## config.mk

```make
export PLATFORM = sky130hd
export DESIGN_NAME = alu_sequencer
export DESIGN_NICKNAME = d
export VERILOG_FILES = /design/src/rtl/alu_sequencer.sv
export SDC_FILE = /design/constraint.sdc
export NUM_CORES = 1
export LEC_CHECK = 0
export BUFFER_PORTS_ARGS = -buffer_cell sky130_fd_sc_hd__clkbuf_2
export CORE_MARGIN = 2
export CORE_UTILIZATION = 54
export DETAILED_ROUTE_END_ITERATION = 10
export PLACE_DENSITY = 0.86
export RECOVER_POWER = 50
export SLEW_MARGIN = 20
export SYNTH_ARGS = -nofsm -noshare
export SYNTH_HDL_FRONTEND = slang
export SYNTH_SLANG_ARGS = --single-unit
```

## constraint.sdc

```tcl
create_clock -name clk -period 2.75 [get_ports clk]
set_clock_uncertainty 0.2 [all_clocks]
set_input_delay 0.55 -clock clk [delete_from_list [all_inputs] [get_ports clk]]
set_output_delay 0.55 -clock clk [all_outputs]
set_load 0.01 [all_outputs]
```

## src/rtl/alu_sequencer.sv

```systemverilog
// alu_sequencer: micro-sequencer for an external 4-bit ALU.
// It accepts one command at a time, drives the ALU operands and function
// select, and writes results back into an accumulator with carry and zero
// flags. MUL is a repeated-add loop that runs cmd_data+1 cycles.
module alu_sequencer (
   input  logic       clk,
   input  logic       reset,
   input  logic       cmd_valid,
   output logic       cmd_ready,
   input  logic [2:0] cmd_op,
   input  logic [3:0] cmd_data,
   output logic [3:0] alu_a,
   output logic [3:0] alu_b,
   output logic [2:0] alu_f,
   input  logic [3:0] alu_s,
   input  logic       alu_c,
   input  logic       alu_z,
   output logic [3:0] acc,
   output logic       c_flag,
   output logic       z_flag,
   output logic [3:0] out_data,
   output logic       out_valid,
   output logic       done
);

   // Command opcodes
   localparam logic [2:0] OP_NOP  = 3'b000;
   localparam logic [2:0] OP_LD   = 3'b001;
   localparam logic [2:0] OP_ADD  = 3'b010;
   localparam logic [2:0] OP_CMP  = 3'b011;
   localparam logic [2:0] OP_NAND = 3'b100;
   localparam logic [2:0] OP_OUT  = 3'b101;
   localparam logic [2:0] OP_MUL  = 3'b110;

   // ALU function selects
   localparam logic [2:0] F_PASS_A = 3'b000;
   localparam logic [2:0] F_SUB    = 3'b001;
   localparam logic [2:0] F_PASS_B = 3'b010;
   localparam logic [2:0] F_ADD    = 3'b011;
   localparam logic [2:0] F_NAND   = 3'b100;

   typedef enum logic [1:0] {
      ST_IDLE = 2'b00,
      ST_EXEC = 2'b01,
      ST_MUL  = 2'b10,
      ST_DONE = 2'b11
   } state_t;

   state_t     r_state;
   logic [2:0] r_op;
   logic [3:0] r_data;
   logic [3:0] r_acc;
   logic       r_c;
   logic       r_z;
   logic [3:0] r_out_data;
   logic       r_out_valid;
   logic       r_done;
   logic       r_cmd_ready;
   logic [3:0] r_p;
   logic [3:0] r_m;
   logic [3:0] r_n;
   logic       r_k;

   logic [3:0] w_alu_a;
   logic [3:0] w_alu_b;
   logic [2:0] w_alu_f;
   logic       w_accept;

   // Map a single-cycle opcode onto the ALU function it needs
   function automatic logic [2:0] op_to_func(input logic [2:0] op);
      logic [2:0] f;
      case (op)
         OP_LD:   f = F_PASS_B;
         OP_ADD:  f = F_ADD;
         OP_CMP:  f = F_SUB;
         OP_NAND: f = F_NAND;
         OP_OUT:  f = F_PASS_A;
         default: f = F_PASS_A;
      endcase
      return f;
   endfunction

   assign w_accept = cmd_valid && r_cmd_ready;

   // ALU operand/function decode from the current state (idle value: acc, 0, pass A)
   always_comb begin
      w_alu_a = r_acc;
      w_alu_b = 4'd0;
      w_alu_f = F_PASS_A;
      case (r_state)
         ST_EXEC: begin
            w_alu_a = r_acc;
            w_alu_b = r_data;
            w_alu_f = op_to_func(r_op);
         end
         ST_MUL: begin
            if (r_n != 4'd0) begin
               w_alu_a = r_p;
               w_alu_b = r_m;
               w_alu_f = F_ADD;
            end else begin
               w_alu_a = r_acc;
               w_alu_b = 4'd0;
               w_alu_f = F_PASS_A;
            end
         end
         default: begin
            w_alu_a = r_acc;
            w_alu_b = 4'd0;
            w_alu_f = F_PASS_A;
         end
      endcase
   end

   // Sequencer FSM: command accept, execution, multiply loop and result write-back
   always_ff @(posedge clk or posedge reset) begin
      if (reset) begin
         r_state     <= ST_IDLE;
         r_op        <= 3'd0;
         r_data      <= 4'd0;
         r_acc       <= 4'd0;
         r_c         <= 1'b0;
         r_z         <= 1'b0;
         r_out_data  <= 4'd0;
         r_out_valid <= 1'b0;
         r_done      <= 1'b0;
         r_cmd_ready <= 1'b1;
         r_p         <= 4'd0;
         r_m         <= 4'd0;
         r_n         <= 4'd0;
         r_k         <= 1'b0;
      end else begin
         case (r_state)
            ST_IDLE: begin
               r_done      <= 1'b0;
               r_out_valid <= 1'b0;
               if (w_accept) begin
                  r_op        <= cmd_op;
                  r_data      <= cmd_data;
                  r_cmd_ready <= 1'b0;
                  if (cmd_op == OP_MUL) begin
                     r_p     <= 4'd0;
                     r_m     <= r_acc;
                     r_n     <= cmd_data;
                     r_k     <= 1'b0;
                     r_state <= ST_MUL;
                  end else begin
                     r_state <= ST_EXEC;
                  end
               end else begin
                  r_cmd_ready <= 1'b1;
               end
            end
            ST_EXEC: begin
               case (r_op)
                  OP_LD: begin
                     r_acc <= alu_s;
                     r_z   <= alu_z;
                  end
                  OP_ADD: begin
                     r_acc <= alu_s;
                     r_c   <= alu_c;
                     r_z   <= alu_z;
                  end
                  OP_CMP: begin
                     r_c <= alu_c;
                     r_z <= alu_z;
                  end
                  OP_NAND: begin
                     r_acc <= alu_s;
                     r_z   <= alu_z;
                  end
                  OP_OUT: begin
                     r_out_data  <= alu_s;
                     r_out_valid <= 1'b1;
                  end
                  default: begin
                     r_acc <= r_acc;
                  end
               endcase
               r_done  <= 1'b1;
               r_state <= ST_DONE;
            end
            ST_MUL: begin
               if (r_n != 4'd0) begin
                  r_p <= alu_s;
                  r_k <= r_k | alu_c;
                  r_n <= r_n - 4'd1;
               end else begin
                  r_acc   <= r_p;
                  r_c     <= r_k;
                  r_z     <= (r_p == 4'd0);
                  r_done  <= 1'b1;
                  r_state <= ST_DONE;
               end
            end
            ST_DONE: begin
               r_done      <= 1'b0;
               r_out_valid <= 1'b0;
               r_cmd_ready <= 1'b1;
               r_state     <= ST_IDLE;
            end
            default: begin
               r_done      <= 1'b0;
               r_out_valid <= 1'b0;
               r_cmd_ready <= 1'b1;
               r_state     <= ST_IDLE;
            end
         endcase
      end
   end

   assign cmd_ready = r_cmd_ready;
   assign alu_a     = w_alu_a;
   assign alu_b     = w_alu_b;
   assign alu_f     = w_alu_f;
   assign acc       = r_acc;
   assign c_flag    = r_c;
   assign z_flag    = r_z;
   assign out_data  = r_out_data;
   assign out_valid = r_out_valid;
   assign done      = r_done;

endmodule

```

== After elaboration in Yosys (flattened, before gate mapping) ==
Index checks and enable logic that the tools add are counted.
Storage, ports and cells
  register bits after elaboration: 35
  bits of input ports: 16
  output and inout port bits: 24
  logic and storage cells: 92
Operators by class
  add/subtract/negate cells: 1
  equal/unequal tests: 17
  multiplexer cells: 38
  bitwise operators: 1
  reduce and logical (&&, ||, !) cells: 21
Operators with widths (number)
  4-bit two-way mux: 11
  4-bit case mux with 2 select lines: 4
  2-bit inequality test, second input constant: 8
  3-bit case mux with 4 select lines: 1
  3-bit AND reduction: 4
  1-bit two-way mux: 10
  1-bit case mux with 2 select lines: 5
  3-bit equality test, second input constant: 3
  2-bit two-way mux: 4
  2-bit case mux with 4 select lines: 1
  2-bit AND reduction: 4
  2-bit nonzero test: 4
  3-bit by 2-bit equality test with 1-bit output, second input constant: 2
  3-bit case mux with 2 select lines: 1
  2-bit equality test, second input constant: 2
  4-bit logical NOT: 1
  4-bit AND reduction: 1
  4-bit nonzero test: 1
  2-bit OR reduction: 2
  4-bit OR reduction: 1
  4-bit by 1-bit subtractor with 4-bit output, second input constant: 1
  3-bit by 1-bit equality test with 1-bit output, second input constant: 1
  1-bit case mux with 3 select lines: 1
  3-bit OR reduction: 1
  other kinds (4): 4

== Depth between registers and ports, before layout ==
Gate-level depths: netlist of run 1.
  depth after elaboration: 4
  mapped depth: 8
  depth with buffers taken out: 6

== Worst setup path after synthesis of run 1 ==
Ideal clock, no wire load.
  path kind: register -> output
  from: register r_state[0]
  to: output port alu_a[0]
  data arrival time: 1.532 ns
  required time: 2.000 ns
  slack: 0.468 ns
  stages on the path, launching flop included: 7
  buffers on the path: 1
  cells stage by stage: dfrtp_1 > inv_1 > ha_1 > inv_1 > a21oi_2 > buf_2 > mux2_1
Between the ends
  word-level cells in the longest chain between the ends: 2
RTL lines
  from (decl): line 49  | state_t r_state;
  from (signal assigned): line 118  | r_state <= ST_IDLE;
  from (signal assigned): line 146  | r_state <= ST_MUL;
  from (signal assigned): line 148  | r_state <= ST_EXEC;
  2-bit equality test: line 90  | case (r_state)
  4-bit two-way mux: line 90
  to (decl): line 12  | output logic [3:0] alu_a,
No other way between the ends.

== Worst setup path after layout of run 1 ==
  from: register r_state[0]
  to: output port alu_a[2]
The elaborated chain is that of the path after synthesis.

==> results.md, run 1 <==
Global routing:
- The total routing usage reported by global routing is 23.1%.
- The sum of overflow across all layers after global routing is 0.
- The number of antenna violations at the first check in global routing is 0.
- The pin count of the biggest net entering global routing is 36.
- The global-route wire length before repair is 7180 um.
- The via count of the first global-routing pass is 1505.

Final layout:
- The multi-input combinational cells in the finished layout cover a total of 1010 um2.
- The area overhead of the layout relative to synthesis is 19.1%.
- Once layout is complete, the cells apart from fillers number approximately 270.
- In the final design database the tool counted 245 nets.
- The end-of-flow core utilization is 68.4%.
- In the final layout, the share of cells above drive strength 1 is 34.1%.
- With fillers left out, the area of the finished cells amounts to 2340 um2.
- The fill cell instance count of the final layout is 263.
- The area of all sequential standard cells is 877 um2.
- 0 antenna diodes ended up in the layout.

STA:
- For the final routed database, the setup TNS stands at 0 ns.
- Setup violations remaining at the end of the flow were counted as 0.
- At the pin with the least slew margin, the transition time is 1.84 ns.
- Final hold analysis gives a worst-case slack of 0.250 ns.
- The number of failing hold endpoints at the final stage is 0.
- The slack of the critical path is 0.109 ns.
- Derived from the worst setup path, the maximum achievable clock frequency is 379 MHz.
- The ratio of final minimum period to clock period is about 96%.
- The number of slew-limit violations in the final report is 36.
- The shortest clock period the worst path allows after layout is between 2 and 3 ns.
- The normalized max-slew margin is -22.9%.

Detailed routing:
- The remaining antenna violation count after routing is 0.
- The first routing iteration left approximately 120 violations.
- After detailed routing, the average wire length per cell comes to 17.2 um.
- The routed via count divided by cell count is 5.68.
- In the routed design, unresolved DRC markers number 0.
- The pre-antenna-repair detailed-routing pass consisted of 5 iterations.
- Across all layers, the routed design uses between 1500 and 2000 vias.
- The routed design has ~4600 um of wire.

Synthesis:
- Synthesis produced 176 cells.
- The synthesized design contains 0 enable-type register cells.
- The post-synthesis net count is 198.
- The share of the synthesized area in the top cell type is 43.3%.
- In this run, distinct cell masters in the synthesized netlist total 41.
- Summing the sequential cell areas from Yosys gives 44.7% of the chip area.
- A synthesized cell averages 11.2 um2.
- The share of flip-flops with an asynchronous set or reset after synthesis is 100%.
- The cell area that synthesis handed to floorplanning was 1960 um2.
- sky130_fd_sc_hd__dfrtp_1 takes more of the synthesized area than any other cell.
- The total number of yosys warnings is 0.
- In the synthesized netlist the dominant register cell turns out to be sky130_fd_sc_hd__dfrtp_1.
- Sorting the synthesized cells by area gives the leading types as sky130_fd_sc_hd__dfrtp_1 43%, sky130_fd_sc_hd__mux2_1 14%, sky130_fd_sc_hd__ha_1 3.8%.
- The synthesized design contains 35 register bits.

Floorplan:
- The die span in y is 64.3 um.
- The starting utilization of the core area is 57.5%.
- The full die area is a little over 4000 um2.
- The site row count is 21.
- The die is between 60 and 70 um wide.
- The I/O pin total is 40.
- The area of the placeable core is roughly 3400 um2.

Worst hold path:
- The startpoint of the lowest-slack hold path is cmd_op[0].
- The worst hold-check path type is in2reg.
- Counting instances, the worst hold path has a depth of 2.
- The path with the worst hold slack has its endpoint at r_op[0]$_DFFE_PP0P_.

Place:
- The instance area at placement is 2200 um2.
- The wire-length estimate of the detail-placed layout is 3240 um.
- The count of port buffers added during placement is 39.
- Before CTS, the worst setup slack after placement is 0.338 ns.
- The final weighted congestion in routability-driven placement is 0.863.
- After detailed placement, the design holds a cell count of 256.

Clock tree:
- The clock sink count is 35.
- The longest clock path from root to sink contains 2 buffers.
- The tree is rooted in a sky130_fd_sc_hd__clkbuf_4.
- Clock-pin slew was measured on the worst setup and hold paths at 0.12 ns.
- The latest clock arrival within the worst-skew pair is 0.34 ns.
- In this run, CTS created clock tree buffers numbering 5.
- The count of hold-fix buffers inserted at cts is 0.
- The number of H-tree branching levels is 2.
- TritonCTS built the clock tree.

Pwr:
- The sum of internal, switching and leakage power is a little over 3 mW.
- The analysis attributes to cell leakage a power of roughly 1.1 nW.
- VDD sags by at most roughly 920 uV.
- The power density over the cells is 1300 nW/um2.

Setup path:
- The start of the worst register-to-register path is r_state[0]$_DFFE_PP0P_.
- The critical register-to-register path endpoint is acc[1]$_DFFE_PP0P_.
- The length in cells of the worst reg-to-reg path is 7.
- The critical path startpoint category is a flip-flop.
- The capturing element type of the critical path is a primary output.
- The setup slack of the worst register-to-register path is 0.36 ns.
- Along the worst path, the maximum fanout reaches 5.
- At the worst endpoint, the required time is 2.00 ns.
- At the worst endpoint, the arrival time is 1.89 ns.
- The class of the most critical setup path is reg2out.

Status:
- The flow ran to the end, but the final reports show violations.
- The final reports fail on capacitance limit, slew limit.

Job:
- The tool flagged a number of max-cap violations equal to 1.
[cells in the mapped netlist, types with 2 or more instances]
master,instances
sky130_fd_sc_hd__o21ai_1,7
sky130_fd_sc_hd__mux2_4,4
sky130_fd_sc_hd__nor2b_1,4
sky130_fd_sc_hd__a31oi_1,2
sky130_fd_sc_hd__nand3_1,6
sky130_fd_sc_hd__a21oi_1,8
sky130_fd_sc_hd__dfrtp_1,34
sky130_fd_sc_hd__ha_1,6
sky130_fd_sc_hd__clkbuf_1,3
sky130_fd_sc_hd__mux2_1,24
sky130_fd_sc_hd__a22o_1,2
sky130_fd_sc_hd__mux2i_1,3
sky130_fd_sc_hd__inv_1,11
sky130_fd_sc_hd__o21ai_0,7
sky130_fd_sc_hd__mux2_2,4
sky130_fd_sc_hd__a22oi_1,4
sky130_fd_sc_hd__nand2_1,8
sky130_fd_sc_hd__xor2_1,3
sky130_fd_sc_hd__nor4_1,2
sky130_fd_sc_hd__a21oi_2,2
sky130_fd_sc_hd__nor2_1,9
sky130_fd_sc_hd__buf_2,4
[area by class of cell]
cell class	instances	share of cell area, %
multi-input combinational	121	43.3
sequential	35	37.5
timing repair buffer	48	11.6
tap	46	2.46
inverter	12	2.09
clock buffer	6	1.77
clock inverter	1	1.28
[kinds of logic (layout without fill, tap and decap cells)]
group	after synthesis	after routing	share of synthesized area [%]
adders and majority gates	6	6	3.82
AOI/OAI and AO/OA	38	38	13.1
muxes	35	35	20.7
and+or+nand+nor	39	39	12.0
buffers and inverters	20	67	4.46
xor gates and xnor gates	3	3	1.34
DFF	35	35	44.7
[worst max-delay path, stage by stage (launching register included)]
cell                       delay, ns
sky130_fd_sc_hd__dfrtp_1        0.41
sky130_fd_sc_hd__inv_2          0.10
sky130_fd_sc_hd__ha_1           0.20
sky130_fd_sc_hd__inv_2          0.09
sky130_fd_sc_hd__a21oi_4        0.16
sky130_fd_sc_hd__buf_12         0.13
sky130_fd_sc_hd__mux2_1         0.34
sky130_fd_sc_hd__clkbuf_2       0.14
[metal layers]
layer,share of wire [%],global-route usage [%],vias up,wire length (um)
met5,0,0,-,0
met4,1.5,9.04,0,68
met3,6.5,4.75,9,302
met2,50,38.7,70,2290
met1,42,29.2,741,1960
li1,-,-,709,-
[placed cells by master, fill, tap and decap left out, drive strengths merged, types with 2 or more instances in the layout]
cell type,netlist,routed
a22o,2,2
mux2,32,32
o21ai,14,14
a21oi,10,10
a22oi,4,4
inv,11,11
ha,6,6
buf,5,8
a21o,2,2
nor2b,4,4
nand3,7,7
a31oi,2,2
xor2,3,3
clkbuf,3,46
mux2i,3,3
nor4,2,2
nor2,10,10
dfrtp,34,34
nand2,8,8
[state kept, by name, summed over array words and instances (netlist names)]
name	flops
acc	4
c_flag	1
cmd_ready	1
done	1
out_data	4
out_valid	1
r_data	4
r_k	1
r_m	4
r_n	4
r_op	3
r_p	4
r_state	2
z_flag	1
[report_power, final]
part | leakage, nW | internal (mW) | total [mW] | switching (mW)
logic | 0.663 | 0.796 | 1.65 | 0.859
registers | 0.421 | 0.770 | 1.02 | 0.246
clock network | 0.0383 | 0.187 | 0.357 | 0.170
total | 1.12 | 1.75 | 3.03 | 1.27
[what timing repair did]
| action | CTS | global route |
|---|---|---|
| gates resized for setup | 1 | 5 |
| pin swaps | 0 | 0 |
| setup endpoints to repair | 5 | 11 |
| buffers inserted | 0 | 6 |
[worst max path at each step]
stage | startpoint | endpoint | slack [ns] | cells past startpoint
floorplan | r_state[0]$_DFFE_PP0P_ | alu_a[0] | 0.47 | 6
global placement | r_state[0]$_DFFE_PP0P_ | acc[0]$_DFFE_PP0P_ | 0.43 | 7
detailed placement | r_state[0]$_DFFE_PP0P_ | alu_b[3] | 0.34 | 8
CTS | r_state[0]$_DFFE_PP0P_ | alu_b[3] | 0.04 | 8
global route | r_state[1]$_DFFE_PP0P_ | alu_f[2] | -0.009 | 5
finish | r_state[0]$_DFFE_PP0P_ | alu_a[2] | 0.11 | 7
(Power assumes the default switching activity.)
==> inputs of run 2 (changes only) <==
--- a/config.mk
+++ b/config.mk
@@ -11,6 +11,7 @@
 export DETAILED_ROUTE_END_ITERATION = 10
 export PLACE_DENSITY = 0.86
 export RECOVER_POWER = 50
+export REMOVE_ABC_BUFFERS = 1
 export SLEW_MARGIN = 20
 export SYNTH_ARGS = -nofsm -noshare
 export SYNTH_HDL_FRONTEND = slang
==> run 2 against run 1 <==
The run still ends with capacitance limit, slew limit left. Power decreased by 3.6%. Clock power fell by 10%. Setup slack worse by 0.015 ns. Global-route usage grew 0.075 points. Largest cell class unchanged. First-iteration DRC count rose by 5.6%. Cell count decreased by 0.37%. Sequential share of layout area increased by 0.34 points.
==> results.md, run 2 (same netlist as run 1, synthesis figures left out) <==
STA:
- The maximum frequency from static timing analysis was 377 MHz (was 379 MHz).
- The shortest clock period the worst path allows after layout is 2.66 ns (was 2.64 ns).
- The number of failing setup endpoints in the final timing report is 0 (unchanged).
- The number of failing hold endpoints at the final stage was 0 (unchanged).
- The transition time of the tightest slew-check pin is 1.86 ns (was 1.84 ns).
- The ratio of final minimum period to clock period was 96.6% (was 96.0%).
- The number of slew-limit violations in the final report is 36 (unchanged).
- The normalized max-slew margin is -23.7% (was -22.9%).

Floorplan:
- The die span in x is 64.3 um (unchanged).
- The full die area came to 4130 um2 (unchanged).
- The starting utilization of the core area is 57.5% (unchanged).
- The I/O pin total is 40 (unchanged).
- The die span in y came to 64.3 um (unchanged).
- The area of the placeable core is 3420 um2 (unchanged).
- The site row count was 21 (unchanged).

Pwr:
- The net switching share of the total power is 43.4% (was 42.1%).
- The maximum ir drop on the vdd rail is 725 uV (was 917 uV).
- The switching power is 1.27 mW (about the same).
- The part of the power in combinational logic came to 54.7% (about the same).
- The sequential share of power came to 34.3% (was 33.5%).
- The internal power of the cells is 1.65 mW (was 1.75 mW).
- The static leakage came to 1.10 nW (was 1.12 nW).
- The portion of total power attributed to the clock network is 11.0% (was 11.8%).
- The power density over the cells is 1260 nW/um2 (was 1300 nW/um2).
- The sum of internal, switching and leakage power is 2.92 mW (was 3.03 mW).

Clock tree:
- The clock transition at the registers of the reported paths is 0.12 ns (about the same).
- The deepest clock path buffer count is 2 (unchanged).
- The number of H-tree branching levels was 2 (unchanged).
- The count of hold-fix buffers inserted at cts is 0 (unchanged).
- The CTS tree is yes (unchanged).
- The latest clock arrival within the worst-skew pair is 0.36 ns (was 0.34 ns).
- The root cell of the clock tree is sky130_fd_sc_hd__clkbuf_4 (unchanged).
- The number of clock buffers inserted by TritonCTS is 5 (unchanged).
- The clock sink count is 35 (unchanged).

Final layout:
- The number of nets in the final layout came to 243 (was 245).
- The most common cell after layout, fill and taps aside is sky130_fd_sc_hd__clkbuf_2 (unchanged).
- The number of antenna cells inserted is 0 (unchanged).
- The fraction of layout instances using a drive strength above 1 is 34.2% (was 34.1%).
- The non-filler instance count after layout is 268 (was 269).
- The area overhead of the layout relative to synthesis came to 18.0% (was 19.1%).
- The fill cell instance count of the final layout is 266 (was 263).
- Leading cell types in the layout, fill and taps excluded: 39 x sky130_fd_sc_hd__clkbuf_2, 34 x sky130_fd_sc_hd__dfrtp_1, 24 x sky130_fd_sc_hd__mux2_1 (unchanged).

Detailed routing:
- The routed via count divided by cell count is 5.78 (was 5.68).
- The count of unresolved DRC violations after routing is 0 (unchanged).
- The overall via count from detail_route is 1549 (was 1529).
- The total length of routed met3 wires came to 275 um (was 302 um).
- The routed wire length is 4290 um (was 4620 um).
- The uppermost layer routed is met4 (unchanged).
- The length of routed met2 wiring is 2020 um (was 2290 um).
- The iteration-0 DRC count of the detailed router was 131 (was 124).
- The remaining antenna violation count after routing came to 0 (unchanged).
- The wire length per cell after detailed routing is 16.0 um (was 17.2 um).
- The first-pass iteration count of the detailed router is 4 (was 5).
- The detailed-route wire length on metal 1 is 1930 um (was 1960 um).

Place:
- The HPWL after detailed placement is 3020 um (was 3240 um).
- The final weighted congestion in routability-driven placement is 0.851 (was 0.863).
- The placed instance count is 257 (was 256).
- The count of port buffers added during placement is 39 (unchanged).

Job:
- The number of max-cap violations was 1 (unchanged).

Setup path:
- The setup slack of the worst register-to-register path is 0.41 ns (was 0.36 ns).
- The highest fanout seen on the critical path was 7 (was 5).
- The critical path startpoint category was a flip-flop (unchanged).
- The worst endpoint required time is 2.00 ns (about the same).
- The length in cells of the worst reg-to-reg path is 7 (unchanged).
- The start of the worst register-to-register path is r_state[0]$_DFFE_PP0P_ (unchanged).
- The capturing element type of the critical path is a primary output (unchanged).
- The critical register-to-register path endpoint was acc[1]$_DFFE_PP0P_ (unchanged).
- The signal arrival time at the worst endpoint was 1.91 ns (was 1.89 ns).
- The class of the most critical setup path was reg2out (unchanged).

Global routing:
- The via count of the first global-routing pass is 1489 (was 1505).
- The total routing usage reported by global routing is 23.1% (about the same).
- The global-route wire length before repair is 7180 um (about the same).
- The pin count of the biggest net entering global routing came to 36 (unchanged).
- The sum of overflow across all layers after global routing is 0 (unchanged).
- The number of antenna violations at the first check in global routing was 0 (unchanged).

Worst hold path:
- The count of cells along the worst hold path is 2 (unchanged).
- The worst hold-check path type is in2reg (unchanged).
- The startpoint of the lowest-slack hold path is cmd_data[1] (was cmd_op[0]).
- The end point of the worst hold path is r_data[1]$_DFFE_PP0P_ (was r_op[0]$_DFFE_PP0P_).

Status:
- Violated checks: capacitance limit, slew limit (unchanged).
- Status: finished, violations left (unchanged).
-- run 2: changes by cell type in the layout (fill, tap and decap cells not counted), sizes merged --
cell      previous run  this run
buf                  8         5
clkinvlp             1         3
bufinv               1         0
clkinv               0         1
-- run 2: timing repair --
| item | in CTS | in global routing |
|---|---|---|
| gates cloned | 0 | 1 |
| buffers inserted | 1 | 1 |
| setup endpoints to repair | 10 | 9 |
| gates resized for setup | 1 | 5 |
-- run 2: per-stage QoR --
step / instance area, um2 / worst slack (ns) / utilization [%] / hold slack [ns] / setup TNS (ns)
5_1_grt: 2320 / -0.00309 / 67.8 / 0.216 / -0.00309
2_1_floorplan: 1920 / -0.00991 / - / 0.257 / -0.0396
3_3_place_gp: 2200 / 0.313 / 64.5 / 0.269 / 0
3_5_place_dp: 2200 / 0.264 / 64.5 / 0.278 / 0
4_1_cts: 2300 / 0.0310 / 67.3 / 0.0565 / 0
6_report: 2320 / 0.0947 / 67.8 / 0.227 / 0
-- run 2: area by class of cell --
class	instances	area, um2	area share, %
clock buffer	6	51.3	2.22
clock inverter	2	16.3	0.702
inverter	12	48.8	2.11
multi-input combinational	121	1010	43.7
sequential	35	877	37.9
tap	46	57.6	2.49
timing repair buffer	45	249	10.8
timing repair inverter	1	5.00	0.216
-- run 2: worst max path at each step --
stage / startpoint / end / slack (ns)
CTS: r_state[0]$_DFFE_PP0P_ / alu_a[2] / 0.03
finish: r_state[1]$_DFFE_PP0P_ / alu_b[2] / 0.09
detailed placement: r_state[0]$_DFFE_PP0P_ / alu_f[1] / 0.26
global route: r_state[1]$_DFFE_PP0P_ / alu_f[2] / -0.003
global placement: r_state[0]$_DFFE_PP0P_ / alu_f[0] / 0.31
floorplan: r_state[0]$_DFFE_PP0P_ / alu_a[0] / -0.01
-- run 2: layer usage --
layer	global-route usage (%)	up-vias
met4	7.98	0
met5	0	-
met2	35.5	56
li1	-	710
met3	7.04	9
met1	31.1	774
-- run 2: power by group through the flow --
stage	sequential, mW	combinational [mW]	clock [mW]
after floorplan	0.994	1.02	0
after global placement	0.994	1.44	0
after detailed placement	1.01	1.46	0
after CTS	0.996	1.51	0.327
after global routing	1.04	1.74	0.349
final	1.00	1.60	0.321
-- run 2: critical path, stage by stage (launching register included) --
cell                         delay, ns
sky130_fd_sc_hd__dfrtp_1          0.43
sky130_fd_sc_hd__inv_1            0.10
sky130_fd_sc_hd__ha_2             0.43
sky130_fd_sc_hd__clkinvlp_2       0.27
sky130_fd_sc_hd__nor2_1           0.17
sky130_fd_sc_hd__clkbuf_2         0.14
